==> config.mk <==
export PLATFORM = sky130hd
export DESIGN_NAME = l2_arbiter
export DESIGN_NICKNAME = d
export VERILOG_FILES = /design/src/rtl/l2_arbiter.sv
export SDC_FILE = /design/constraint.sdc
export NUM_CORES = 1
export LEC_CHECK = 0
export CORE_AREA = 2 2 273 275
export DETAILED_ROUTE_END_ITERATION = 8
export DIE_AREA = 0 0 275 277
export PLACE_DENSITY = 0.51
export SLEW_MARGIN = 15
export SYNTH_ARGS = -nofsm -noshare
export SYNTH_HDL_FRONTEND = slang
export SYNTH_SLANG_ARGS = --single-unit
export TNS_END_PERCENT = 30
==> constraint.sdc <==
create_clock -name clk -period 35.4 [get_ports clk]
set_input_delay 7.08 -clock clk [delete_from_list [all_inputs] [get_ports clk]]
set_output_delay 7.08 -clock clk [all_outputs]
set_load 0.05 [all_outputs]
==> src/rtl/l2_arbiter.sv <==
`default_nettype none
// ============================================================================
// Module   : l2_arbiter
// Purpose  : Arbitrates L1 I-cache and D-cache line misses onto one L2 port.
//            Define L2_ARB_ROUND_ROBIN_EN for round-robin ties instead of
//            fixed D priority with a starvation counter.
// Revision : 1.0 - initial release
// ============================================================================
module l2_arbiter #(
    parameter int ADDR_W       = 16,
    parameter int LINE_W       = 128,
    parameter int STARVE_LIMIT = 4
) (
    input  logic              clk,
    input  logic              reset,
    input  logic              i_pmem_read,
    input  logic [ADDR_W-1:0] i_pmem_address,
    output logic [LINE_W-1:0] i_pmem_rdata,
    output logic              i_pmem_resp,
    input  logic              d_pmem_read,
    input  logic              d_pmem_write,
    input  logic [ADDR_W-1:0] d_pmem_address,
    input  logic [LINE_W-1:0] d_pmem_wdata,
    output logic [LINE_W-1:0] d_pmem_rdata,
    output logic              d_pmem_resp,
    output logic              l2_read,
    output logic              l2_write,
    output logic [ADDR_W-1:0] l2_address,
    output logic [LINE_W-1:0] l2_wdata,
    input  logic [LINE_W-1:0] l2_rdata,
    input  logic              l2_resp
);

    localparam logic [1:0] S_IDLE    = 2'd0;
    localparam logic [1:0] S_BUSY    = 2'd1;
    localparam logic [1:0] S_RESP    = 2'd2;
    localparam logic       c_OWNER_I = 1'b0;
    localparam logic       c_OWNER_D = 1'b1;

    logic [1:0]        r_state;
    logic [1:0]        w_next_state;
    logic              r_owner;
    logic              r_op_write;
    logic [ADDR_W-5:0] r_line_addr;
    logic [LINE_W-1:0] r_wdata;
    logic [LINE_W-1:0] r_i_rdata;
    logic [LINE_W-1:0] r_d_rdata;
    logic              w_req_i;
    logic              w_req_d;
    logic              w_grant;
    logic              w_win_d;
    logic              w_unused_addr_bits;

    assign w_req_i = i_pmem_read;
    assign w_req_d = d_pmem_read | d_pmem_write;
    assign w_grant = (r_state == S_IDLE) && (w_req_i || w_req_d);

    // Line-aligned addressing: the byte offset within a line never reaches L2.
    assign w_unused_addr_bits = ^{i_pmem_address[3:0], d_pmem_address[3:0]};

`ifdef L2_ARB_ROUND_ROBIN_EN
    logic r_rr_last;
    logic w_unused_starve;

    assign w_unused_starve = (STARVE_LIMIT != 0);
    // r_rr_last = 1 means D was granted last, so I wins the next tie.
    assign w_win_d = w_req_d && (!w_req_i || !r_rr_last);

    always_ff @(posedge clk or posedge reset) begin
        if (reset) begin
            r_rr_last <= c_OWNER_I;
        end else if (w_grant) begin
            r_rr_last <= w_win_d;
        end
    end
`else
    localparam logic [3:0] c_STARVE_MAX = 4'(STARVE_LIMIT);

    logic [3:0] r_starve_cnt;

    assign w_win_d = w_req_d && (!w_req_i || (r_starve_cnt != c_STARVE_MAX));

    always_ff @(posedge clk or posedge reset) begin
        if (reset) begin
            r_starve_cnt <= '0;
        end else if (w_grant) begin
            if (w_win_d && w_req_i) begin
                if (r_starve_cnt != c_STARVE_MAX) begin
                    r_starve_cnt <= r_starve_cnt + 4'd1;
                end
            end else begin
                r_starve_cnt <= '0;
            end
        end
    end
`endif

    always_ff @(posedge clk or posedge reset) begin
        if (reset) begin
            r_state <= S_IDLE;
        end else begin
            r_state <= w_next_state;
        end
    end

    always_comb begin
        w_next_state = r_state;
        case (r_state)
            S_IDLE:  if (w_req_i || w_req_d) w_next_state = S_BUSY;
            S_BUSY:  if (l2_resp) w_next_state = S_RESP;
            S_RESP:  w_next_state = S_IDLE;
            default: w_next_state = S_IDLE;
        endcase
    end

    // Write wins when D raises read and write together.
    always_ff @(posedge clk or posedge reset) begin
        if (reset) begin
            r_owner     <= c_OWNER_I;
            r_op_write  <= 1'b0;
            r_line_addr <= '0;
            r_wdata     <= '0;
        end else if (w_grant) begin
            r_owner     <= w_win_d;
            r_op_write  <= w_win_d & d_pmem_write;
            r_line_addr <= w_win_d ? d_pmem_address[ADDR_W-1:4] : i_pmem_address[ADDR_W-1:4];
            r_wdata     <= (w_win_d & d_pmem_write) ? d_pmem_wdata : '0;
        end
    end

    always_ff @(posedge clk or posedge reset) begin
        if (reset) begin
            r_i_rdata <= '0;
            r_d_rdata <= '0;
        end else if ((r_state == S_BUSY) && l2_resp) begin
            if (r_owner == c_OWNER_D) begin
                r_d_rdata <= l2_rdata;
            end else begin
                r_i_rdata <= l2_rdata;
            end
        end
    end

    always_comb begin
        l2_read     = 1'b0;
        l2_write    = 1'b0;
        l2_address  = '0;
        l2_wdata    = '0;
        i_pmem_resp = 1'b0;
        d_pmem_resp = 1'b0;
        case (r_state)
            S_BUSY: begin
                l2_read    = ~r_op_write;
                l2_write   = r_op_write;
                l2_address = {r_line_addr, 4'b0000};
                l2_wdata   = r_wdata;
            end
            S_RESP: begin
                i_pmem_resp = (r_owner == c_OWNER_I);
                d_pmem_resp = (r_owner == c_OWNER_D);
            end
            default: ;
        endcase
    end

    assign i_pmem_rdata = r_i_rdata;
    assign d_pmem_rdata = r_d_rdata;

endmodule
`default_nettype wire
=== Yosys cells after proc, flatten, opt, wreduce, memory -nomap -nowiden ===
Index checks and enable logic that the tools add are counted.

* $add $sub $neg: 1
* Equal/unequal tests: 6
* Muxes and demuxes: 13
* Bitwise gates (word level): 4
* Reductions and logical operators: 12

{| class="wikitable"
|+ Operators by type and width
! kind !! number
|-
| 128-bit 2-to-1 mux || 2
|-
| 16-bit 2-to-1 mux || 1
|-
| 12-bit 2-to-1 mux || 1
|-
| 4-bit 2-to-1 mux || 2
|-
| 2-bit AND reduction || 4
|-
| 4-bit by 1-bit adder with 4-bit output (second input constant) || 1
|-
| 1-bit logical AND || 4
|-
| 1-bit 2-to-1 mux || 4
|-
| 2-bit 2-to-1 mux || 2
|-
| 2-bit by 1-bit != test with 1-bit output (second input constant) || 2
|-
| 4-bit by 3-bit != test with 1-bit output (second input constant) || 1
|-
| 2-bit case mux with 2 select lines || 1
|-
| 2-bit by 1-bit == test with 1-bit output (second input constant) || 1
|-
| 2-bit == test (second input constant) || 1
|-
| 2-bit logical NOT || 1
|-
| 1-bit logical OR || 2
|-
| 2-bit != test (second input constant) || 1
|-
| 1-bit inverter || 2
|-
| 1-bit AND || 1
|-
| 1-bit logical NOT || 1
|-
| 1-bit OR || 1
|}

* Flip-flop bits (word level): 404
* Input port bits: 294
* Output and inout bits: 404
* Logic and storage cells: 44

=== Logic depth before layout (Yosys ltp) ===
* Depth after elaboration: 6
* Mapped depth: 7
* Gate-level depth less buffers: 5

=== Worst setup path after synthesis ===
Ideal clock, no wire load.

* Path kind: register to output
* Start point: register r_owner
* End point: output i_pmem_resp
* Arrival: 1.577 ns
* Slack: 26.743 ns
* Stages on the path, launching flop included: 2
* Buffers on the path: 0
* Path through: dfrtp_1 > nor3b_1

* Cells in the longest elaborated chain, start to end: 2

{| class="wikitable"
|+ Ends and longest elaborated chain
! element !! RTL line !! RTL
|-
| start, declared || 42 || <nowiki>logic r_owner;</nowiki>
|-
| start signal, assigned || 119 || <nowiki>r_owner <= c_OWNER_I;</nowiki>
|-
| start signal, assigned || 124 || <nowiki>r_owner <= w_win_d;</nowiki>
|-
| 1-bit inverter (no source line) || -- ||
|-
| 1-bit 2-to-1 mux || 151 || <nowiki>case (r_state)</nowiki>
|-
| end, declared || 19 || <nowiki>output logic i_pmem_resp,</nowiki>
|}

Every way passes these cells.

=== Final worst setup path ===
* Start point: register r_state[0]
* End point: output l2_wdata[42]

* Cells in the longest elaborated chain, start to end: 2

{| class="wikitable"
|+ Ends and longest elaborated chain
! element !! RTL line !! RTL
|-
| start, declared || 40 || <nowiki>logic [1:0] r_state;</nowiki>
|-
| start signal, assigned || 102 || <nowiki>r_state <= w_next_state;</nowiki>
|-
| 2-bit by 1-bit == test with 1-bit output || 151 ||
|-
| 128-bit 2-to-1 mux || 151 ||
|-
| end, declared || 29 || <nowiki>output logic [LINE_W-1:0] l2_wdata,</nowiki>
|}

Every way passes these cells.

==> metrics.yaml <==
synth:
  yosys.area.top_type: "dfrtp_1"
  synth.avg_cell_area_um2: 14.9
  netlist_top_cells_area: "dfrtp_1 61%, mux2_2 10%, mux2_4 9.1%, a22o_1 6.8%, and2_1 5.4%"
  yosys_warnings: 0
  syn_area_um2: 16500
  synth_cells: 1107
  synth_sequential_area_ratio_pct: 61.4
  synth_cell_types: 38
  synth_top_area_share_pct: 61.4
  ys_ff_latch: 404
clock_tree:
  cts_sinks: 404
  cts_tree: "done"
  cts-resized-gates: 0
  clk_latency_ns: 0.59
  cts_made_buffers: 48
  clk_pin_slew_ns: 0.05
  clockRootBuffer: "clkbuf_16"
  postCtsSetupBuffers: 0
  clock_path_buffers: 3
  hold_buffers: 0
  cts_max_level: 2
floorplanning:
  dieWidth_um: 275
  start_util_pct: 22.4
  die-area_um2: 76200
  die_y_um: 277
  rows: 100
  io_pins: 698
  core_area_um2: 73600
cells_and_area:
  final_nets: 2066
  area_delta_synth_final_pct: 56.2
  final_cell_mix: "685 x clkdlybuf4s50_1, 404 x dfrtp_1, 150 x mux2_2"
  drive_above_1_share_pct: 18.9
  layout_commonest_cell: "clkdlybuf4s50_1"
  num-fill-cells: 7135
sta:
  fin_crit_ns: 10.71
  finalCritPeriodShare_pct: 30.3
  fmax_mhz: 93.3
  worstMarginPinSlew_ns: 1.18
  clock_skew_ns: 0.0198
  final_max_slew_viol_count: 0
  rsz0062_at_grt: "no"
  fin_ws_ns: 24.69
  finalHoldViolations: 0
  setup_viol: 0
  relSlewSlack_pct: 21.0
  fin_tns_setup_ns: 0
pwr:
  p_per_area_nw_per_um2: 118
  ir_drop_mv: 0.0807
  leakagePower_nw: 11.0
status:
  status: "finished, final reports clean"
routing:
  drc: 0
  drt_iter0_markers: 483
  detail-route-antenna-nets: 0
  via_per_inst: 4.17
  drtPass1Iterations: 4
  avgRoutedWirePerCell_um: 20.0
  wl_um: 55400
  vias: 11568
job:
  maxCapViolCount: 0
place:
  routabilityCongestion: 0.782
  portBuffers: 685
  place_ws_ns: 24.92
  dpl.hpwl_um: 39100
grt:
  grt_max_degree: 156
  first_global_vias: 12379
  antenna_found_initial: 6
  track_usage_pct: 14.0
  grt_pass1_wl_um: 82100
  grt_overflow: 0
critical_path:
  crit_path_end_kind: "output pin"
  cp-start-kind: "flop"
  crit_required_ns: 28.32
  cp_max_fo: 126
  cp.arrival_ns: 3.63
  crit_type: "reg -> out"
worst_hold_path:
  min_path_type: "reg -> reg"
-- cell usage after synthesis, drive strengths merged --
cell type and count:
a21oi 12, buf 61, or3 1, nor2 4
o22ai 1, nand3 14, and2 142, nor3b 2
nand4b 1, nand4 3, o211ai 1, conb 1
a21o 2, ha 2, o311ai 1, o21ai 17
and3 1, dfrtp 404, inv 5, nand2b 1
and3b 1, nand3b 1, nand2 1, nor3 2
or2 3, a31oi 12, nor2b 2, clkbuf 24
a22o 128, and4b 1, mux2 256
-- metrics by stage --
step / area (um2) / hold WS (ns) / utilization (%) / total power, mW / cells
after floorplan: 16500 / 0.464 / - / 1.96 / 1110
after detailed placement: 24100 / 0.482 / 32.8 / 2.56 / 2689
after global routing: 25700 / 0.510 / 34.9 / 3.17 / 2774
after CTS: 25700 / 0.494 / 34.9 / 3.07 / 2772
final: 25700 / 0.487 / 34.9 / 3.03 / 2774
after global placement: 24100 / 0.474 / 32.8 / 2.54 / 2689
-- power breakdown --
part / leakage (nW) / total [mW] / switching, mW / internal [mW]
combinational: 5.29 / 1.72 / 1.08 / 0.641
sequential: 4.94 / 0.819 / 0.126 / 0.693
clock: 0.773 / 0.495 / 0.200 / 0.295
total: 11.0 / 3.03 / 1.40 / 1.63
-- cells by family after synthesis --
group	Yosys count	share of synthesized area [%]
other	1	0.0228
multiplexers	256	19.8
flip-flops	404	61.4
AO/OA/AOI/OAI	174	8.38
adder cells (fa/ha/maj)	2	0.152
AND/OR/NAND/NOR	180	6.78
buffers and inverters	90	3.45
-- path summary, 6_finish.rpt --
path	from	slack [ns]	cells past startpoint	endpoint
min reg2reg	i_pmem_rdata[28]	0.49	1	i_pmem_rdata[28]
max reg2reg	r_state[0]	31.82	5	d_pmem_rdata[56]
max	r_state[0]	24.69	4	l2_wdata[42]
max in group asynchronous	reset	25.93	4	r_state[0]
min in group asynchronous	reset	7.08	2	i_pmem_rdata[21]
min	i_pmem_rdata[28]	0.49	1	i_pmem_rdata[28]
-- critical path, cell delays in order, from the launching register on --
cell and delay [ns]:
dfrtp_1 0.42, nor2b_4 0.53, buf_4 0.84, and2_1 0.29
clkdlybuf4s50_1 0.84
-- layout make-up --
class                           count  area, um2  area share (%)
Sequential cell                   404      10100            39.3
Timing Repair Buffer              695       6960            27.1
Multi-Input combinational cell    616       5830            22.7
Clock buffer                       71       1400            5.44
Tap cell                          969       1210            4.72
Clock inverter                     12        173           0.672
Inverter                            5       26.3           0.102
Antenna cell                        2       5.00          0.0195
-- metal layers --
metal	vias to the layer above	part of all wire [%]	global-route usage, %
li1	5255	-	-
met1	5780	38	15.6
met2	457	51	25.0
met3	70	9.2	5.10
met4	6	2.2	3.76
met5	-	0.069	0
-- registers in the layout, summed over array words and instances, names as in the netlist --
| name | cells |
|---|---|
| r_wdata | 128 |
| r_state | 2 |
| r_starve_cnt | 4 |
| i_pmem_rdata | 128 |
| d_pmem_rdata | 128 |
| r_line_addr | 12 |
| r_owner | 1 |
| r_op_write | 1 |
(Power assumes the default switching activity.)
